==> config.mk <==
export PLATFORM = sky130hd
export DESIGN_NAME = sdram_cmd_monitor_flat
export DESIGN_NICKNAME = d
export VERILOG_FILES = /design/src/rtl/sdram_cmd_monitor_if.sv /design/src/rtl/sdram_cmd_monitor.sv /design/src/flat_wrapper.sv
export SDC_FILE = /design/constraint.sdc
export NUM_CORES = 1
export LEC_CHECK = 0
export ABC_AREA = 1
export BUFFER_PORTS_ARGS = -buffer_cell sky130_fd_sc_hd__buf_4
export CAP_MARGIN = 40
export CORE_ASPECT_RATIO = 1.75
export CORE_MARGIN = 2
export CORE_UTILIZATION = 50
export DETAILED_ROUTE_END_ITERATION = 8
export GPL_ROUTABILITY_DRIVEN = 0
export PLACE_DENSITY = 0.75
export SLEW_MARGIN = 40
export SYNTH_ARGS = -nofsm -noshare
export SYNTH_HDL_FRONTEND = slang
export SYNTH_SLANG_ARGS = --single-unit
==> constraint.sdc <==
create_clock -name clk_i -period 1.5 [get_ports clk_i]
set_input_delay 0.225 -clock clk_i [delete_from_list [all_inputs] [get_ports clk_i]]
set_output_delay 0.225 -clock clk_i [all_outputs]
set_load 0.02 [all_outputs]
==> src/rtl/sdram_cmd_monitor_if.sv <==
// SDRAM command bus as seen on the wires toward the device.
// The controller side drives it; the monitor only observes it.
interface sdram_cmd_monitor_if;
  logic        clke;
  logic [3:0]  cmd;
  logic [12:0] aram;
  logic [1:0]  ba;

  modport master (output clke, cmd, aram, ba);
  modport slave  (input  clke, cmd, aram, ba);
endinterface

==> src/rtl/sdram_cmd_monitor.sv <==
// Passive SDRAM command-bus checker: init sequence, mode register, open banks,
// command spacing, and a sticky first-violation error code.
module sdram_cmd_monitor #(
  parameter int TRP       = 3,
  parameter int TRFC      = 8,
  parameter int TMRD      = 2,
  parameter int REFRESHES = 2,
  parameter int MODES     = 2
) (
  input  logic                 clk_i,
  input  logic                 rst_ni,
  sdram_cmd_monitor_if.slave   bus,
  output logic                 init_done_o,
  output logic [12:0]          mode_reg_o,
  output logic [3:0]           bank_open_o,
  output logic [15:0]          ref_count_o,
  output logic                 error_o,
  output logic [3:0]           err_code_o
);

  typedef enum logic [2:0] {S_PWRUP, S_PRE, S_REF, S_MODE, S_READY} state_t;
  typedef enum logic [1:0] {K_PRE, K_REF, K_MODE} kind_t;

  localparam logic [3:0] CMD_NOP   = 4'b0111;
  localparam logic [3:0] CMD_ACT   = 4'b0011;
  localparam logic [3:0] CMD_READ  = 4'b0101;
  localparam logic [3:0] CMD_WRITE = 4'b0100;
  localparam logic [3:0] CMD_BT    = 4'b0110;
  localparam logic [3:0] CMD_PRE   = 4'b0010;
  localparam logic [3:0] CMD_REF   = 4'b0001;
  localparam logic [3:0] CMD_LMR   = 4'b0000;

  localparam logic [7:0] TRP_LOAD  = 8'(TRP - 1);
  localparam logic [7:0] TRFC_LOAD = 8'(TRFC - 1);
  localparam logic [7:0] TMRD_LOAD = 8'(TMRD - 1);
  localparam logic [7:0] REF_LAST  = 8'(REFRESHES - 1);
  localparam logic [7:0] MODE_LAST = 8'(MODES - 1);

  state_t      state_q;
  kind_t       kind_q;
  logic [7:0]  timer_q;
  logic [7:0]  refInit_q;
  logic [7:0]  modeInit_q;
  logic        initDone_q;
  logic [12:0] modeReg_q;
  logic [3:0]  bankOpen_q;
  logic [15:0] refCount_q;
  logic        error_q;
  logic [3:0]  errCode_q;
  logic [3:0]  errCode_d;

  logic isActiveCmd, isAct, isRdWr, isBt, isPre, isRef, isLmr;

  assign isActiveCmd = !bus.cmd[3] && (bus.cmd != CMD_NOP);
  assign isAct  = (bus.cmd == CMD_ACT);
  assign isRdWr = (bus.cmd == CMD_READ) || (bus.cmd == CMD_WRITE);
  assign isBt   = (bus.cmd == CMD_BT);
  assign isPre  = (bus.cmd == CMD_PRE);
  assign isRef  = (bus.cmd == CMD_REF);
  assign isLmr  = (bus.cmd == CMD_LMR);

  // Violation code for the command on the bus this cycle, highest priority first.
  always_comb begin
    errCode_d = 4'd0;
    if (isActiveCmd && (!bus.clke || state_q == S_PWRUP)) begin
      errCode_d = 4'd1;
    end else if (!bus.clke && state_q == S_READY) begin
      errCode_d = 4'd10;
    end else if (isActiveCmd && timer_q != 8'd0) begin
      case (kind_q)
        K_PRE:   errCode_d = 4'd3;
        K_REF:   errCode_d = 4'd4;
        default: errCode_d = 4'd5;
      endcase
    end else if (isPre && !bus.aram[10] && state_q == S_PRE) begin
      errCode_d = 4'd2;
    end else if (((isAct || isRdWr || isBt) && state_q != S_READY) ||
                 (isRef && state_q == S_PRE) ||
                 (isLmr && (state_q == S_PRE || state_q == S_REF))) begin
      errCode_d = 4'd6;
    end else if (isRdWr && state_q == S_READY && !bankOpen_q[bus.ba]) begin
      errCode_d = 4'd7;
    end else if (isAct && state_q == S_READY && bankOpen_q[bus.ba]) begin
      errCode_d = 4'd8;
    end else if (isRef && bankOpen_q != 4'd0) begin
      errCode_d = 4'd9;
    end
  end

  always_ff @(posedge clk_i) begin
    if (!rst_ni) begin
      state_q    <= S_PWRUP;
      kind_q     <= K_PRE;
      timer_q    <= 8'd0;
      refInit_q  <= 8'd0;
      modeInit_q <= 8'd0;
      initDone_q <= 1'b0;
      modeReg_q  <= 13'd0;
      bankOpen_q <= 4'd0;
      refCount_q <= 16'd0;
      error_q    <= 1'b0;
      errCode_q  <= 4'd0;
    end else begin
      if (isPre) begin
        timer_q <= TRP_LOAD;
        kind_q  <= K_PRE;
      end else if (isRef) begin
        timer_q <= TRFC_LOAD;
        kind_q  <= K_REF;
      end else if (isLmr) begin
        timer_q <= TMRD_LOAD;
        kind_q  <= K_MODE;
      end else if (timer_q != 8'd0) begin
        timer_q <= timer_q - 8'd1;
      end

      if (isLmr) modeReg_q <= bus.aram;

      case (state_q)
        S_PWRUP: if (bus.clke) state_q <= S_PRE;
        S_PRE:   if (isPre && bus.aram[10]) state_q <= S_REF;
        S_REF: begin
          if (isRef) begin
            refInit_q <= refInit_q + 8'd1;
            if (refInit_q == REF_LAST) state_q <= S_MODE;
          end
        end
        S_MODE: begin
          if (isLmr) begin
            modeInit_q <= modeInit_q + 8'd1;
            if (modeInit_q == MODE_LAST) begin
              state_q    <= S_READY;
              initDone_q <= 1'b1;
            end
          end
        end
        S_READY: begin
          if (isAct) bankOpen_q[bus.ba] <= 1'b1;
          if (isPre) begin
            if (bus.aram[10]) bankOpen_q <= 4'd0;
            else              bankOpen_q[bus.ba] <= 1'b0;
          end
          if (isRef && refCount_q != 16'hFFFF) refCount_q <= refCount_q + 16'd1;
        end
        default: state_q <= S_PWRUP;
      endcase

      // Only the first violation is kept; monitoring carries on regardless.
      if (!error_q && errCode_d != 4'd0) begin
        error_q   <= 1'b1;
        errCode_q <= errCode_d;
      end
    end
  end

  assign init_done_o = initDone_q;
  assign mode_reg_o  = modeReg_q;
  assign bank_open_o = bankOpen_q;
  assign ref_count_o = refCount_q;
  assign error_o     = error_q;
  assign err_code_o  = errCode_q;

endmodule
==> src/flat_wrapper.sv <==
// flat-port wrapper written by rule: the top's interface ports become plain ports
module sdram_cmd_monitor_flat 
#(
  parameter int TRP       = 3,
  parameter int TRFC      = 8,
  parameter int TMRD      = 2,
  parameter int REFRESHES = 2,
  parameter int MODES     = 2
)
  (clk_i, rst_ni, init_done_o, mode_reg_o, bank_open_o, ref_count_o, error_o, err_code_o, bus_clke, bus_cmd, bus_aram, bus_ba);
  sdram_cmd_monitor_if bus_i ();
  input  logic clk_i;
  input  logic rst_ni;
  output logic init_done_o;
  output logic [12:0] mode_reg_o;
  output logic [3:0] bank_open_o;
  output logic [15:0] ref_count_o;
  output logic error_o;
  output logic [3:0] err_code_o;
  input wire logic [$bits(bus_i.clke)-1:0] bus_clke;
  input wire logic [$bits(bus_i.cmd)-1:0] bus_cmd;
  input wire logic [$bits(bus_i.aram)-1:0] bus_aram;
  input wire logic [$bits(bus_i.ba)-1:0] bus_ba;
  assign bus_i.clke = bus_clke;
  assign bus_i.cmd = bus_cmd;
  assign bus_i.aram = bus_aram;
  assign bus_i.ba = bus_ba;
  sdram_cmd_monitor #(.TRP(TRP), .TRFC(TRFC), .TMRD(TMRD), .REFRESHES(REFRESHES), .MODES(MODES)) u_core (.clk_i(clk_i), .rst_ni(rst_ni), .bus(bus_i), .init_done_o(init_done_o), .mode_reg_o(mode_reg_o), .bank_open_o(bank_open_o), .ref_count_o(ref_count_o), .error_o(error_o), .err_code_o(err_code_o));
endmodule
======== Word level (Yosys, flattened, before mapping) ========
Cells that the tools add are included.
storage, ports and cells
  bits of input ports ..................... 22
  output and inout port bits .............. 39
  flip-flop bits (word level) ............. 68
  word-level logic and storage cells ...... 125
cells by class
  muxes and demuxes ....................... 31
  bitwise operators ....................... 5
  magnitude comparators ................... 2
  eq/ne operators ......................... 22
  add/subtract/negate cells ............... 4
  reduce and logical (&&, ||, !) cells .... 47
operator list
  cell                                                                    count
  4-bit two-way mux                                                       13
  3-bit two-way mux                                                       9
  1-bit logical AND                                                       18
  16-bit by 1-bit adder with 16-bit output (second input constant)        1
  8-bit by 1-bit adder with 8-bit output (second input constant)          2
  8-bit by 1-bit equality test with 1-bit output (second input constant)  2
  16-bit != test (second input constant)                                  1
  3-bit case mux with 5 select lines                                      1
  4-bit by 3-bit equality test with 1-bit output (second input constant)  3
  4-bit nonzero test                                                      3
  4-bit by 2-bit equality test with 1-bit output (second input constant)  2
  8-bit nonzero test                                                      1
  8-bit by 1-bit subtractor with 8-bit output (second input constant)     1
  1-bit logical OR                                                        7
  7-bit AND reduction                                                     1
  3-bit by 2-bit equality test with 1-bit output (second input constant)  2
  2-bit by 1-bit != test with 1-bit output (second input constant)        3
  2-bit != test (second input constant)                                   3
  3-bit case mux with 2 select lines                                      1
  2-bit AND reduction                                                     3
  1-bit logical NOT                                                       5
  4-bit bitwise AND                                                       1
  4-bit by 1-bit equality test with 1-bit output (second input constant)  1
  4-bit logical NOT                                                       1
  22 further kinds                                                        26

======== Longest topological paths before layout ========
Gate-level depths: netlist of the first run.
  depth in word-level cells ............... 14
  gate-level depth with buffers ........... 14
  mapped depth without buffers ............ 14

======== Least setup slack after synthesis of the first run ========
No wires, ideal clock.
  path kind ............................... flip-flop to flip-flop
  start ................................... reg u_core.refCount_q[0], in the netlist u_core.ref_count_o[0]
  end ..................................... reg u_core.refCount_q[2], in the netlist u_core.ref_count_o[2]
  data required time ...................... 1.365 ns
  setup time .............................. 0.135 ns
  slack ................................... -0.311 ns
  path buffers ............................ 1
  clock period less this slack ............ 1.811 ns
  stages on the path, launching flop included .. 11
  arrival ................................. 1.675 ns
  path through ............................ dfxtp_1 > ha_1 > inv_1 > nor4_1 > nand2_1 > nor2_1 > nand2_1 > nand2_2 > buf_4 > o21ai_0 > nor3b_1
between the ends
  longest elaborated chain between the ends .. 3
  elaborated cells on any way between the ends .. 4
  those cells by class .................... 1 x add/sub; 1 x eq/ne; 2 x reduce/logical
ends and longest elaborated chain
  item                                                                                              line                      text
  from (decl)                                                                                       sdram_cmd_monitor.sv:47   logic [15:0] refCount_q;
  from (signal assigned)                                                                            sdram_cmd_monitor.sv:143  if (isRef && refCount_q != 16'hFFFF) refCount_q <= refCount_q + 16'd1;
  parallel branches: the longest is 3 deep, another holds 16-bit by 1-bit adder with 16-bit output  n/a
Several ways; the timed one is not identified.
A chain may end at the register's enable or synchronous reset.

======== Final worst setup path of the first run ========
  start ................................... reg u_core.state_q[0]
  end ..................................... reg u_core.error_q, in the netlist u_core.error_o
between the ends
  longest elaborated chain between the ends .. 12
  elaborated cells on any way between the ends .. 28
  those cells by class .................... 4 x eq/ne; 7 x mux; 17 x reduce/logical
ends and longest elaborated chain
  item                            line                                                                       text
  from (decl)                     sdram_cmd_monitor.sv:39                                                    state_t state_q;
  from (signal assigned)          sdram_cmd_monitor.sv:92                                                    state_q <= S_PWRUP;
  from (signal assigned)          sdram_cmd_monitor.sv:120                                                   S_PWRUP: if (bus.clke) state_q <= S_PRE;
  from (signal assigned)          sdram_cmd_monitor.sv:121                                                   S_PRE: if (isPre && bus.aram[10]) state_q <= S_REF;
  3-bit equality test             sdram_cmd_monitor.sv:67, sdram_cmd_monitor.sv:81, sdram_cmd_monitor.sv:83
  1-bit logical AND (2 in a row)  sdram_cmd_monitor.sv:83                                                    end else if (isAct && state_q == S_READY && bankOpen_q[bus.ba]) begin
  4-bit two-way mux               sdram_cmd_monitor.sv:83
  4-bit two-way mux               sdram_cmd_monitor.sv:81                                                    end else if (isRdWr && state_q == S_READY && !bankOpen_q[bus.ba]) begin
  4-bit two-way mux               sdram_cmd_monitor.sv:77                                                    end else if (((isAct || isRdWr || isBt) && state_q != S_READY) ||
  4-bit two-way mux               sdram_cmd_monitor.sv:75                                                    end else if (isPre && !bus.aram[10] && state_q == S_PRE) begin
  4-bit two-way mux               sdram_cmd_monitor.sv:69                                                    end else if (isActiveCmd && timer_q != 8'd0) begin
  4-bit two-way mux               sdram_cmd_monitor.sv:67                                                    end else if (!bus.clke && state_q == S_READY) begin
  4-bit two-way mux (*)           sdram_cmd_monitor.sv:65                                                    if (isActiveCmd && (!bus.clke || state_q == S_PWRUP)) begin
  4-bit nonzero test (*)          sdram_cmd_monitor.sv:149                                                   if (!error_q && errCode_d != 4'd0) begin
  1-bit logical AND (*)           sdram_cmd_monitor.sv:149
  to (signal assigned)            sdram_cmd_monitor.sv:101                                                   error_q <= 1'b0;
  to (signal assigned)            sdram_cmd_monitor.sv:150                                                   error_q <= 1'b1;
  to (decl)                       sdram_cmd_monitor.sv:48                                                    logic error_q;
Mark *: on every way between the ends. The rest lies on a longest branch, timed or not.

==> PnR_summary.wiki, run 1 <==
{| class="wikitable"
! Metric !! Value
|-
| Number of pins with negative max-slew slack in the final report || 0
|-
| Arrival time at the worst endpoint || about 2.1 ns
|-
| Sum of overflow across all layers after global routing || 0
|-
| Sum of negative setup slack || -7.85 ns
|-
| Global-route wire length before repair || about 17,000 µm
|-
| Largest net degree at the start of global routing || 38
|-
| Yosys warning total || 0
|-
| Area enclosed by the die boundary || around 7500 µm²
|-
| CTS tree || built
|-
| Clock slew at reported path FFs || around 0.050 ns
|-
| Number of nets in the layout || 669
|-
| Core Rows || 39
|-
| Ant diodes || 0
|-
| Post-synthesis to final-layout area growth || 59.7%
|-
| Number of failing hold endpoints at the final stage || 0
|-
| Quantity of I/O buffers inserted on ports || 60
|-
| Mapped Avg Cell Area || 7.07 µm²
|-
| Cell Pwr Density || ~1200 nW/µm²
|-
| Worst hold path class || in -> reg
|-
| Overall power after layout || 6580 µW
|-
| Core outline area || 6540 µm²
|-
| Fin cells || between 700 and 800
|-
| Die Y-Extent || 113 µm
|-
| Level count of the clock H-tree || 3
|-
| Fin util || 0.829
|-
| Routed Wire Length || 12,300 µm
|-
| Synthesis-stage register bit count || 68
|-
| Number of global-route vias before repair || 3,998
|-
| Number of buffers inserted during clock tree synthesis || 9
|-
| Final HPWL from detailed placement || 6900 µm
|-
| Proportion of register bits with asynchronous set or reset after synthesis || 0
|-
| Top Ports || about 60
|-
| Run status || finished with violations
|-
| Routed wire per std cell || 16.9 µm
|-
| Antenna-violating nets left || 0
|-
| Mux cell area share after synthesis || 0
|-
| Worst relative slew slack || 0.729
|-
| Most common cell after layout, fill and taps aside || sky130_fd_sc_hd__buf_4
|-
| Final critical path time including I/O delays and setup || 1.85 ns
|-
| Cell type with the largest total area after synthesis || sky130_fd_sc_hd__dfxtp_1
|-
| Fraction of the yosys area taken by sequential cells || 0.401
|-
| Hold WS || 0.106 ns
|-
| Number of enable-type register cells in the synthesized netlist || 0
|-
| Share of cells above drive strength 1 || 0.450
|-
| Remaining design rule violation count || 0
|-
| Startpoint-to-endpoint class of the critical path || reg -> reg
|-
| Maximum achievable frequency || about 540 MHz
|-
| Setup repair after global routing missed its margin || yes
|-
| Cell chosen for the clock root || sky130_fd_sc_hd__clkbuf_16
|-
| Number of antenna violations at the first check in global routing || 0
|-
| Share of synthesized cell area in and, or, nand and nor gates || 0.322
|-
| Fraction of the mapped netlist area in compound gates || 0.146
|-
| Total track usage || 0.301
|-
| First drt pass iteration count || 5
|-
| Static leakage || 0.00252 µW
|-
| Highest-count cells in the layout ignoring fill and taps || sky130_fd_sc_hd__buf_4, sky130_fd_sc_hd__nand2_1, sky130_fd_sc_hd__nor2_1
|-
| Total clock sinks || 68
|-
| Required time at the worst-slack endpoint || between 1.5 and 2 ns
|-
| Placed cells || 686
|-
| Critical Path Start Type || register
|-
| Longest Clk Path Bufs || 2
|-
| Failing checks || negative setup slack
|-
| Max IR drop VDD || 0.000912 V
|-
| Final worst-path cycle share || 1.24
|-
| Transition time of the tightest slew-check pin || slightly above 0.4 ns
|-
| Area share of the largest cell type after synthesis || 0.401
|-
| Gate count of the mapped netlist || 480
|-
| Endpoint type of the worst setup path || register
|-
| Distinct cell type count after synthesis || 37
|-
| Largest family of logic cells by synthesized area || simple AND/OR/NAND/NOR gates
|-
| Largest cells by area after synthesis || sky130_fd_sc_hd__dfxtp_1, sky130_fd_sc_hd__nand2_1, sky130_fd_sc_hd__nor2_1, sky130_fd_sc_hd__inv_1, sky130_fd_sc_hd__a21oi_1
|-
| Post-Synthesis Net Count || 508
|-
| Worst clock skew || 0.00837 ns
|-
| Area share of xor/xnor cells in the synthesized design || 0.0207
|-
| Setup slack after layout || -0.354 ns
|-
| Number of vias after detailed routing || 4,088
|-
| Initial cell density of the core || 0.519
|-
| Count of max-cap constraint violations || 0
|-
| Count of final setup violators || 40
|-
| Adder-Cell Fraction of Synth Area || 0.0221
|-
| Source-to-sink clock delay at the later pin of the worst-skew pair || 0.34 ns
|-
| Main flop type after synthesis || sky130_fd_sc_hd__dfxtp_1
|-
| Vias per Instance || 5.62
|-
| Worst-path fanout max || 5
|-
| Detailed Route Iter0 Violations || 344
|-
| Synthesized cell area || about 3400 µm²
|-
| Die Width || 66.3 µm
|}
-- routing by layer --
metal	GRT usage	vias to the layer above	wire length (µm)	share of wire
met5	0	-	0	0
met4	0.197	0	829	0.067
met3	0.0716	69	596	0.048
met2	0.562	200	6680	0.54
met1	0.272	1923	4190	0.34
li1	-	1896	-	-
-- registers in the layout, indices dropped and copies added, names as in the netlist --
signal / cells
u_core.ref_count_o: 16
u_core.mode_reg_o: 13
u_core.modeInit_q: 8
u_core.refInit_q: 8
u_core.timer_q: 8
u_core.bank_open_o: 4
u_core.err_code_o: 4
u_core.state_q: 3
u_core.kind_q: 2
u_core.error_o: 1
u_core.init_done_o: 1
-- area by class of cell --
cell class,count,area (µm²)
Tap cell,82,103
Inverter,69,279
Fill cell,385,1120
Timing Repair Buffer,157,1220
Sequential cell,68,1380
Multi-Input combinational cell,335,2130
Clock buffer,12,246
Timing Repair inverter,1,8.76
Clock inverter,4,48.8
-- repair_timing --
| item | 4_1_cts | 5_1_grt |
|---|---|---|
| buffers inserted | 18 | 7 |
| resized for setup | 58 | 59 |
| cloned | 2 | 0 |
| pin swaps | 30 | 25 |
| hold buffers | 0 | 0 |
| endpoints found under the setup margin | 34 | 44 |
-- final timing paths --
path                                                          end                              start  cells past startpoint  slack, ns
worst min register to register  u_core.err_code_o[3]$_SDFFE_PN0P_  u_core.err_code_o[3]$_SDFFE_PN0P_                      2       0.46
worst max register to register        u_core.error_o$_SDFFE_PN0P_     u_core.state_q[0]$_SDFFE_PN0P_                     11      -0.35
worst min-delay path            u_core.mode_reg_o[7]$_SDFFE_PN0P_                        bus_aram[7]                      3       0.11
worst max-delay path                  u_core.error_o$_SDFFE_PN0P_     u_core.state_q[0]$_SDFFE_PN0P_                     11      -0.35
-- critical path: stages, from the launching register on --
cell,delay (ns)
sky130_fd_sc_hd__dfxtp_2,0.37
sky130_fd_sc_hd__buf_4,0.15
sky130_fd_sc_hd__nand3b_1,0.16
sky130_fd_sc_hd__nor2_1,0.23
sky130_fd_sc_hd__nand2_1,0.14
sky130_fd_sc_hd__nand4_1,0.11
sky130_fd_sc_hd__nand2_1,0.07
sky130_fd_sc_hd__nand2_2,0.08
sky130_fd_sc_hd__nor2_1,0.05
sky130_fd_sc_hd__nand3_1,0.11
sky130_fd_sc_hd__nand2_2,0.12
sky130_fd_sc_hd__a21oi_1,0.19
-- report_power, final --
part           internal, µW  switching [µW]
registers              2000             137
clock network          1330             791
logic                  1040            1290
total                  4370            2210
-- synthesized netlist by cell type (6+ instances only) --
cell	n
sky130_fd_sc_hd__nor2_1	68
sky130_fd_sc_hd__inv_1	62
sky130_fd_sc_hd__nor3_2	6
sky130_fd_sc_hd__ha_1	6
sky130_fd_sc_hd__o21ai_0	41
sky130_fd_sc_hd__nand4_1	9
sky130_fd_sc_hd__dfxtp_1	68
sky130_fd_sc_hd__inv_2	6
sky130_fd_sc_hd__nand2_1	83
sky130_fd_sc_hd__nor2_4	6
sky130_fd_sc_hd__a21oi_1	42
sky130_fd_sc_hd__nor3_1	10
sky130_fd_sc_hd__nand3_1	23
-- through the flow --
stage               cell area [µm²]  worst slack, ns
global route                   5420           -0.423
floorplan                      3470          -0.0907
CTS                            5140           -0.196
finish                         5420           -0.354
detailed placement             4530           -0.268
global placement               4530           -0.199
-- cell families (layout without fill, tap and decap cells) --
group                      after synthesis  in the layout
AOI/OAI and AO/OA                       94             94
xor gates and xnor gates                 8              8
adders and majority gates                6              6
buffers and inverters                   78            243
DFF                                     68             68
and+or+nand+nor                        226            227
(Power assumes the default switching activity.)
==> run 2, diff against run 1 <==
--- a/config.mk
+++ b/config.mk
@@ -14,6 +14,8 @@
 export DETAILED_ROUTE_END_ITERATION = 8
 export GPL_ROUTABILITY_DRIVEN = 0
 export PLACE_DENSITY = 0.75
+export RECOVER_POWER = 50
+export SKIP_LAST_GASP = 1
 export SLEW_MARGIN = 40
 export SYNTH_ARGS = -nofsm -noshare
 export SYNTH_HDL_FRONTEND = slang
==> run 2 against run 1 <==
  * Sequential share of layout area increased by 0.42 points
  * The run still ends with negative setup slack left
  * Critical path depth did not move
  * Die area stayed put
  * Setup slack better by 0.0062 ns
  * Flip-flop and latch count unchanged
  * Final cell count up 0.41%
  * Worst hold slack got worse by 0.0025 ns
  * Clock skew is 0.0016 ns lower
  * Non-clock buffer count increased by 3
  * Clock-buffer cell count did not move
  * Clock power barely moved
  * Cell area is 1.2% lower
==> PnR_summary.wiki, run 2 (synthesis gave the netlist of run 1 again) <==
{| class="wikitable"
! Metric !! Value
|-
| Run status || finished with violations (unchanged)
|-
| Failing checks || negative setup slack (unchanged)
|-
| Number of pins with negative max-slew slack in the final report || 0 (unchanged)
|-
| Count of final setup violators || 39 (was 40)
|-
| Source-to-sink clock delay at the later pin of the worst-skew pair || 0.34 ns (about the same)
|-
| Share of cells above drive strength 1 || 0.424 (was 0.450)
|-
| Final HPWL from detailed placement || 6900 µm (unchanged)
|-
| Cell chosen for the clock root || sky130_fd_sc_hd__clkbuf_16 (unchanged)
|-
| Largest net degree at the start of global routing || 38 (unchanged)
|-
| Number of antenna violations at the first check in global routing || 0 (unchanged)
|-
| Initial cell density of the core || 0.519 (unchanged)
|-
| Routed Wire Length || 12,000 µm (was 12,300 µm)
|-
| Ant diodes || 0 (unchanged)
|-
| Max IR drop VDD || 0.000950 V (was 0.000912 V)
|-
| Maximum achievable frequency || 541 MHz (was 539 MHz)
|-
| Worst relative slew slack || 0.721 (was 0.729)
|-
| Number of nets in the layout || 672 (was 669)
|-
| Longest Clk Path Bufs || 2 (unchanged)
|-
| Detailed Route Iter0 Violations || 276 (was 344)
|-
| Total track usage || 0.298 (was 0.301)
|-
| Total clock sinks || 68 (unchanged)
|-
| Area enclosed by the die boundary || 7480 µm² (unchanged)
|-
| Level count of the clock H-tree || 3 (unchanged)
|-
| Core Rows || 39 (unchanged)
|-
| Remaining design rule violation count || 0 (unchanged)
|-
| Number of vias after detailed routing || 4,005 (was 4,088)
|-
| Transition time of the tightest slew-check pin || 0.416 ns (was 0.406 ns)
|-
| Arrival time at the worst endpoint || 2.10 ns (was 2.11 ns)
|-
| Area post-placement || 4530 µm² (unchanged)
|-
| Clock slew at reported path FFs || 0.06 ns (was 0.05 ns)
|-
| Area of all placed cells without fillers || 5350 µm² (was 5420 µm²)
|-
| Most common cell after layout, fill and taps aside || sky130_fd_sc_hd__buf_4 (unchanged)
|-
| DP Worst Slack || -0.268 ns (unchanged)
|-
| Quantity of I/O buffers inserted on ports || 60 (unchanged)
|-
| Max FFs per register || 16 (unchanged)
|-
| Number of failing hold endpoints at the final stage || 0 (unchanged)
|-
| Highest-count cells in the layout ignoring fill and taps || sky130_fd_sc_hd__buf_4, sky130_fd_sc_hd__nand2_1, sky130_fd_sc_hd__nor2_1 (unchanged)
|-
| Endpoint type of the worst setup path || register (unchanged)
|-
| Setup slack after layout || -0.348 ns (was -0.354 ns)
|-
| Worst hold path class || in -> reg (unchanged)
|-
| Worst clock skew || 0.00677 ns (was 0.00837 ns)
|-
| Required time at the worst-slack endpoint || 1.75 ns (was 1.76 ns)
|-
| Die Y-Extent || 113 µm (unchanged)
|-
| Placed cells || 686 (unchanged)
|-
| Cell Pwr Density || 1250 nW/µm² (was 1220 nW/µm²)
|-
| Sum of overflow across all layers after global routing || 0 (unchanged)
|-
| Number of buffers inserted during clock tree synthesis || 9 (unchanged)
|-
| First drt pass iteration count || 5 (unchanged)
|-
| Routed wire per std cell || 16.5 µm (was 16.9 µm)
|-
| Startpoint-to-endpoint class of the critical path || reg -> reg (unchanged)
|-
| Antenna-violating nets left || 0 (unchanged)
|-
| Top Ports || 61 (unchanged)
|-
| Core outline area || 6540 µm² (unchanged)
|-
| Overall power after layout || 6670 µW (was 6580 µW)
|-
| Final critical path time including I/O delays and setup || 1.85 ns (about the same)
|-
| Vias per Instance || 5.48 (was 5.62)
|-
| Number of global-route vias before repair || 3,926 (was 3,998)
|-
| Setup repair after global routing missed its margin || yes (unchanged)
|-
| Post-synthesis to final-layout area growth || 57.7% (was 59.7%)
|-
| CTS tree || built (unchanged)
|-
| Critical Path Start Type || register (unchanged)
|-
| Count of max-cap constraint violations || 0 (unchanged)
|-
| Static leakage || 0.00244 µW (was 0.00252 µW)
|-
| Final worst-path cycle share || 1.23 (was 1.24)
|-
| Die Width || 66.3 µm (unchanged)
|-
| Worst-path fanout max || 5 (unchanged)
|-
| Global-route wire length before repair || 17,200 µm (was 17,300 µm)
|-
| Fin cells || 731 (was 728)
|-
| Fin util || 0.818 (was 0.829)
|-
| Hold-fix buffer count after cts || 0 (unchanged)
|}
[run 2: cell count changes in the layout (fill, tap and decap cells not counted), moves of 3 or more]
cell	delta
sky130_fd_sc_hd__buf_6	+3
sky130_fd_sc_hd__nand2_1	-3
sky130_fd_sc_hd__buf_4	-20
sky130_fd_sc_hd__nand2_2	+4
sky130_fd_sc_hd__clkbuf_1	+18
sky130_fd_sc_hd__o21ai_2	-4
[run 2: layout make-up]
class | instances | area, µm²
Clock buffer | 12 | 246
Clock inverter | 4 | 48.8
Fill cell | 402 | 1190
Inverter | 69 | 272
Multi-Input combinational cell | 335 | 2100
Sequential cell | 68 | 1390
Tap cell | 82 | 103
Timing Repair Buffer | 160 | 1190
Timing Repair inverter | 1 | 8.76
[run 2: power breakdown]
| group | switching, µW | total [µW] | internal (µW) |
|---|---|---|---|
| registers | 140 | 2140 | 2000 |
| clock network | 787 | 2120 | 1330 |
| logic | 1320 | 2410 | 1090 |
| total | 2250 | 6670 | 4420 |
[run 2: per-layer routing]
metal	track usage	vias to the layer above	part of all wire
li1	-	1902	-
met1	0.281	1888	0.34
met2	0.561	153	0.56
met3	0.0646	62	0.050
met4	0.173	0	0.057
met5	0	-	0
[run 2: worst max-delay path, stage by stage, from the launching register on]
cell and delay, ns:
sky130_fd_sc_hd__dfxtp_1 0.36, sky130_fd_sc_hd__nand2_2 0.10, sky130_fd_sc_hd__nor4_4 0.26, sky130_fd_sc_hd__nand2_1 0.13
sky130_fd_sc_hd__nor2_2 0.18, sky130_fd_sc_hd__nand2_2 0.11, sky130_fd_sc_hd__nand2_4 0.12, sky130_fd_sc_hd__buf_12 0.11
sky130_fd_sc_hd__inv_8 0.04, sky130_fd_sc_hd__nand2_2 0.07, sky130_fd_sc_hd__o21ai_1 0.07, sky130_fd_sc_hd__a21oi_1 0.22
[run 2: timing repair]
action | 4_1_cts | 5_1_grt
pin swaps | 30 | 26
resized for setup | 55 | 64
cloned | 2 | 0
buffers inserted | 18 | 13
endpoints found under the hold margin | 0 | 0
setup endpoints to repair | 34 | 44
[run 2: metrics by stage]
step	hold slack (ns)	setup TNS, ns
finish	0.103	-6.77
global route	0.113	-9.69
detailed placement	0.453	-4.66
global placement	0.445	-3.27
floorplan	0.360	-0.679
CTS	0.101	-2.37
[run 2: final timing paths]
| path | from | end | slack [ns] | depth (start not counted) |
|---|---|---|---|---|
| worst max register to register | u_core.ref_count_o[4]$_SDFFE_PN0P_ | u_core.ref_count_o[12]$_SDFFE_PN0P_ | -0.35 | 11 |
| worst max-delay path | u_core.ref_count_o[4]$_SDFFE_PN0P_ | u_core.ref_count_o[12]$_SDFFE_PN0P_ | -0.35 | 11 |
| worst min register to register | u_core.err_code_o[3]$_SDFFE_PN0P_ | u_core.err_code_o[3]$_SDFFE_PN0P_ | 0.47 | 2 |
| worst min-delay path | bus_aram[2] | u_core.mode_reg_o[2]$_SDFFE_PN0P_ | 0.10 | 3 |
==> run 3, diff against run 2 <==
--- a/config.mk
+++ b/config.mk
@@ -13,7 +13,7 @@
 export CORE_UTILIZATION = 50
 export DETAILED_ROUTE_END_ITERATION = 8
 export GPL_ROUTABILITY_DRIVEN = 0
-export PLACE_DENSITY = 0.75
+export PLACE_DENSITY_LB_ADDON = 0.25
 export RECOVER_POWER = 50
 export SKIP_LAST_GASP = 1
 export SLEW_MARGIN = 40
==> run 3 against run 2 <==
  * Routed wire length down 0.49%
  * Critical endpoint is now u_core.err_code_o[1]$_SDFFE_PN0P_
  * Core utilization up 0.63 points
  * Die area unchanged
  * Sequential power up 2%
  * Setup slack worse by 0.025 ns
  * Clock-buffer cell count down 1
  * Register-to-register slack worse by 0.03 ns
  * The run still ends with negative setup slack left
  * Global-route usage down 1.4 points
==> PnR_summary.wiki, run 3 (synthesis gave the netlist of run 1 again) <==
{| class="wikitable"
! Metric !! Value
|-
| Most common cell after layout, fill and taps aside || sky130_fd_sc_hd__buf_4 (unchanged)
|-
| Number of nets in the layout || 682 (was 672)
|-
| Worst relative slew slack || 0.662 (was 0.721)
|-
| Vias per Instance || 5.51 (was 5.48)
|-
| Count of max-cap constraint violations || 0 (unchanged)
|-
| Core outline area || 6540 µm² (unchanged)
|-
| Startpoint of the worst hold path || bus_aram[9] (was bus_aram[2])
|-
| Die Y-Extent || 113 µm (unchanged)
|-
| DP Worst Slack || -0.250 ns (was -0.268 ns)
|-
| Total track usage || 0.285 (was 0.298)
|-
| Required time at the worst-slack endpoint || 1.77 ns (was 1.75 ns)
|-
| Launch point of the critical path || u_core.timer_q[1]$_SDFFE_PN0P_ (was u_core.ref_count_o[4]$_SDFFE_PN0P_)
|-
| Level count of the clock H-tree || 3 (unchanged)
|-
| Count of final setup violators || 37 (was 39)
|-
| Final HPWL from detailed placement || 6770 µm (was 6900 µm)
|-
| Routed wire per std cell || 16.2 µm (was 16.5 µm)
|-
| Startpoint-to-endpoint class of the critical path || reg -> reg (unchanged)
|-
| Global-route wire length before repair || 16,600 µm (was 17,200 µm)
|-
| Critical Path Start Type || register (unchanged)
|-
| Quantity of I/O buffers inserted on ports || 60 (unchanged)
|-
| Cell Pwr Density || 1330 nW/µm² (was 1250 nW/µm²)
|-
| Worst-path fanout max || 5 (unchanged)
|-
| Largest net degree at the start of global routing || 38 (unchanged)
|-
| Max FFs per register || 16 (unchanged)
|-
| Reg2Reg Launch Point || u_core.timer_q[1]$_SDFFE_PN0P_ (was u_core.ref_count_o[4]$_SDFFE_PN0P_)
|-
| Worst hold path class || in -> reg (unchanged)
|-
| Top Ports || 61 (unchanged)
|-
| Die Width || 66.3 µm (unchanged)
|-
| Number of vias after detailed routing || 4,081 (was 4,005)
|-
| Post-synthesis to final-layout area growth || 58.9% (was 57.7%)
|-
| Area post-placement || 4630 µm² (was 4530 µm²)
|-
| Hold WS || 0.106 ns (was 0.103 ns)
|-
| Clock slew at reported path FFs || 0.06 ns (about the same)
|-
| Remaining design rule violation count || 0 (unchanged)
|-
| Fill cell instance count of the final layout || 406 (was 402)
|-
| Endpoint type of the worst setup path || register (unchanged)
|-
| Number of failing hold endpoints at the final stage || 0 (unchanged)
|-
| Source-to-sink clock delay at the later pin of the worst-skew pair || 0.34 ns (about the same)
|-
| Ant diodes || 0 (unchanged)
|-
| Number of pins with negative max-slew slack in the final report || 0 (unchanged)
|-
| Share of cells above drive strength 1 || 0.426 (was 0.424)
|-
| Max IR drop VDD || 0.00124 V (was 0.000950 V)
|-
| Maximum achievable frequency || 534 MHz (was 541 MHz)
|-
| Final critical path time including I/O delays and setup || 1.87 ns (was 1.85 ns)
|-
| Number of global-route vias before repair || 3,908 (was 3,926)
|-
| Failing checks || negative setup slack (unchanged)
|-
| Area enclosed by the die boundary || 7480 µm² (unchanged)
|-
| Final worst-path cycle share || 1.25 (was 1.23)
|-
| Transition time of the tightest slew-check pin || 0.508 ns (was 0.416 ns)
|-
| Area of all placed cells without fillers || 5390 µm² (was 5350 µm²)
|-
| Setup repair after global routing missed its margin || yes (unchanged)
|-
| Cell chosen for the clock root || sky130_fd_sc_hd__clkbuf_16 (unchanged)
|-
| Arrival time at the worst endpoint || 2.14 ns (was 2.10 ns)
|-
| CTS tree || built (unchanged)
|-
| First drt pass iteration count || 5 (unchanged)
|-
| Longest Clk Path Bufs || 2 (unchanged)
|-
| Run status || finished with violations (unchanged)
|-
| Antenna-violating nets left || 0 (unchanged)
|-
| Number of antenna violations at the first check in global routing || 0 (unchanged)
|-
| Detailed Route Iter0 Violations || 207 (was 276)
|-
| Number of buffers inserted during clock tree synthesis || 9 (unchanged)
|-
| Static leakage || 0.00239 µW (was 0.00244 µW)
|-
| Highest-count cells in the layout ignoring fill and taps || sky130_fd_sc_hd__buf_4, sky130_fd_sc_hd__nand2_1, sky130_fd_sc_hd__nor2_1 (unchanged)
|-
| Routed Wire Length || 12,000 µm (about the same)
|-
| Core Rows || 39 (unchanged)
|-
| Sum of overflow across all layers after global routing || 0 (unchanged)
|-
| Setup slack after layout || -0.373 ns (was -0.348 ns)
|-
| Total clock sinks || 68 (unchanged)
|-
| Initial cell density of the core || 0.519 (unchanged)
|-
| Worst clock skew || 0.00403 ns (was 0.00677 ns)
|-
| Fin util || 0.825 (was 0.818)
|}
==> run 3: cell type report <==
type                       count  area, µm²  area share
sequential                    68       1390       0.258
tap                           82        103      0.0190
clock buffer                  11        254      0.0471
inverter                      69        268      0.0497
multi-input combinational    335       2080       0.385
clock inverter                 5       81.3      0.0151
timing repair buffer         171       1220       0.226
==> run 3: power by group <==
group,internal [µW],total (µW),switching (µW),leakage [µW]
clock network,1560,2420,856,0.000161
registers,2000,2190,184,0.000560
logic,1180,2560,1380,0.00166
total,4740,7160,2420,0.00239
==> run 3: metal layers <==
metal  up-vias  share of wire  GRT usage  routed length [µm]
li1       1915              -          -                   -
met1      1902           0.35      0.262                4240
met2       203           0.54      0.545                6470
met3        61          0.052     0.0567                 619
met4         0          0.055      0.167                 655
met5         -              0          0                   0
==> run 3: what timing repair did <==
item                       4_1_cts  5_1_grt
setup buffers                   11       16
hold buffers                     0        0
pin swaps                       22       36
gates resized for setup         38       69
setup endpoints to repair       34       43
hold endpoints to repair         0        0
cloned                           1        0
==> run 3: critical path, stage by stage, from the launching register on <==
cell and delay [ns]:
sky130_fd_sc_hd__dfxtp_2 0.32, sky130_fd_sc_hd__inv_2 0.07, sky130_fd_sc_hd__ha_4 0.15, sky130_fd_sc_hd__nand2_4 0.06, sky130_fd_sc_hd__nor2_4 0.17, sky130_fd_sc_hd__nand3_4 0.15, sky130_fd_sc_hd__nand2_4 0.14, sky130_fd_sc_hd__o21ai_2 0.06
sky130_fd_sc_hd__inv_2 0.07, sky130_fd_sc_hd__nand2_2 0.05, sky130_fd_sc_hd__nor2_1 0.10, sky130_fd_sc_hd__nand3_1 0.11, sky130_fd_sc_hd__nand2_2 0.13, sky130_fd_sc_hd__nand2_1 0.08, sky130_fd_sc_hd__a21oi_1 0.14
==> run 3: path summary, 6_finish.rpt <==
kind / to / slack [ns] / depth (start not counted)
worst min-delay path: u_core.mode_reg_o[9]$_SDFFE_PN0P_ / 0.11 / 3
worst max register to register: u_core.err_code_o[1]$_SDFFE_PN0P_ / -0.37 / 14
worst min register to register: u_core.err_code_o[2]$_SDFFE_PN0P_ / 0.47 / 2
worst max-delay path: u_core.err_code_o[1]$_SDFFE_PN0P_ / -0.37 / 14
==> run 3: per-stage QoR <==
stage | power [µW] | cells | TNS, ns
6_report | 7160 | 741 | -8.90
5_1_grt | 7410 | 741 | -12.69
4_1_cts | 6630 | 727 | -1.72
3_5_place_dp | 4000 | 699 | -4.63
3_3_place_gp | 3930 | 699 | -2.67
2_1_floorplan | 3260 | 480 | -0.679
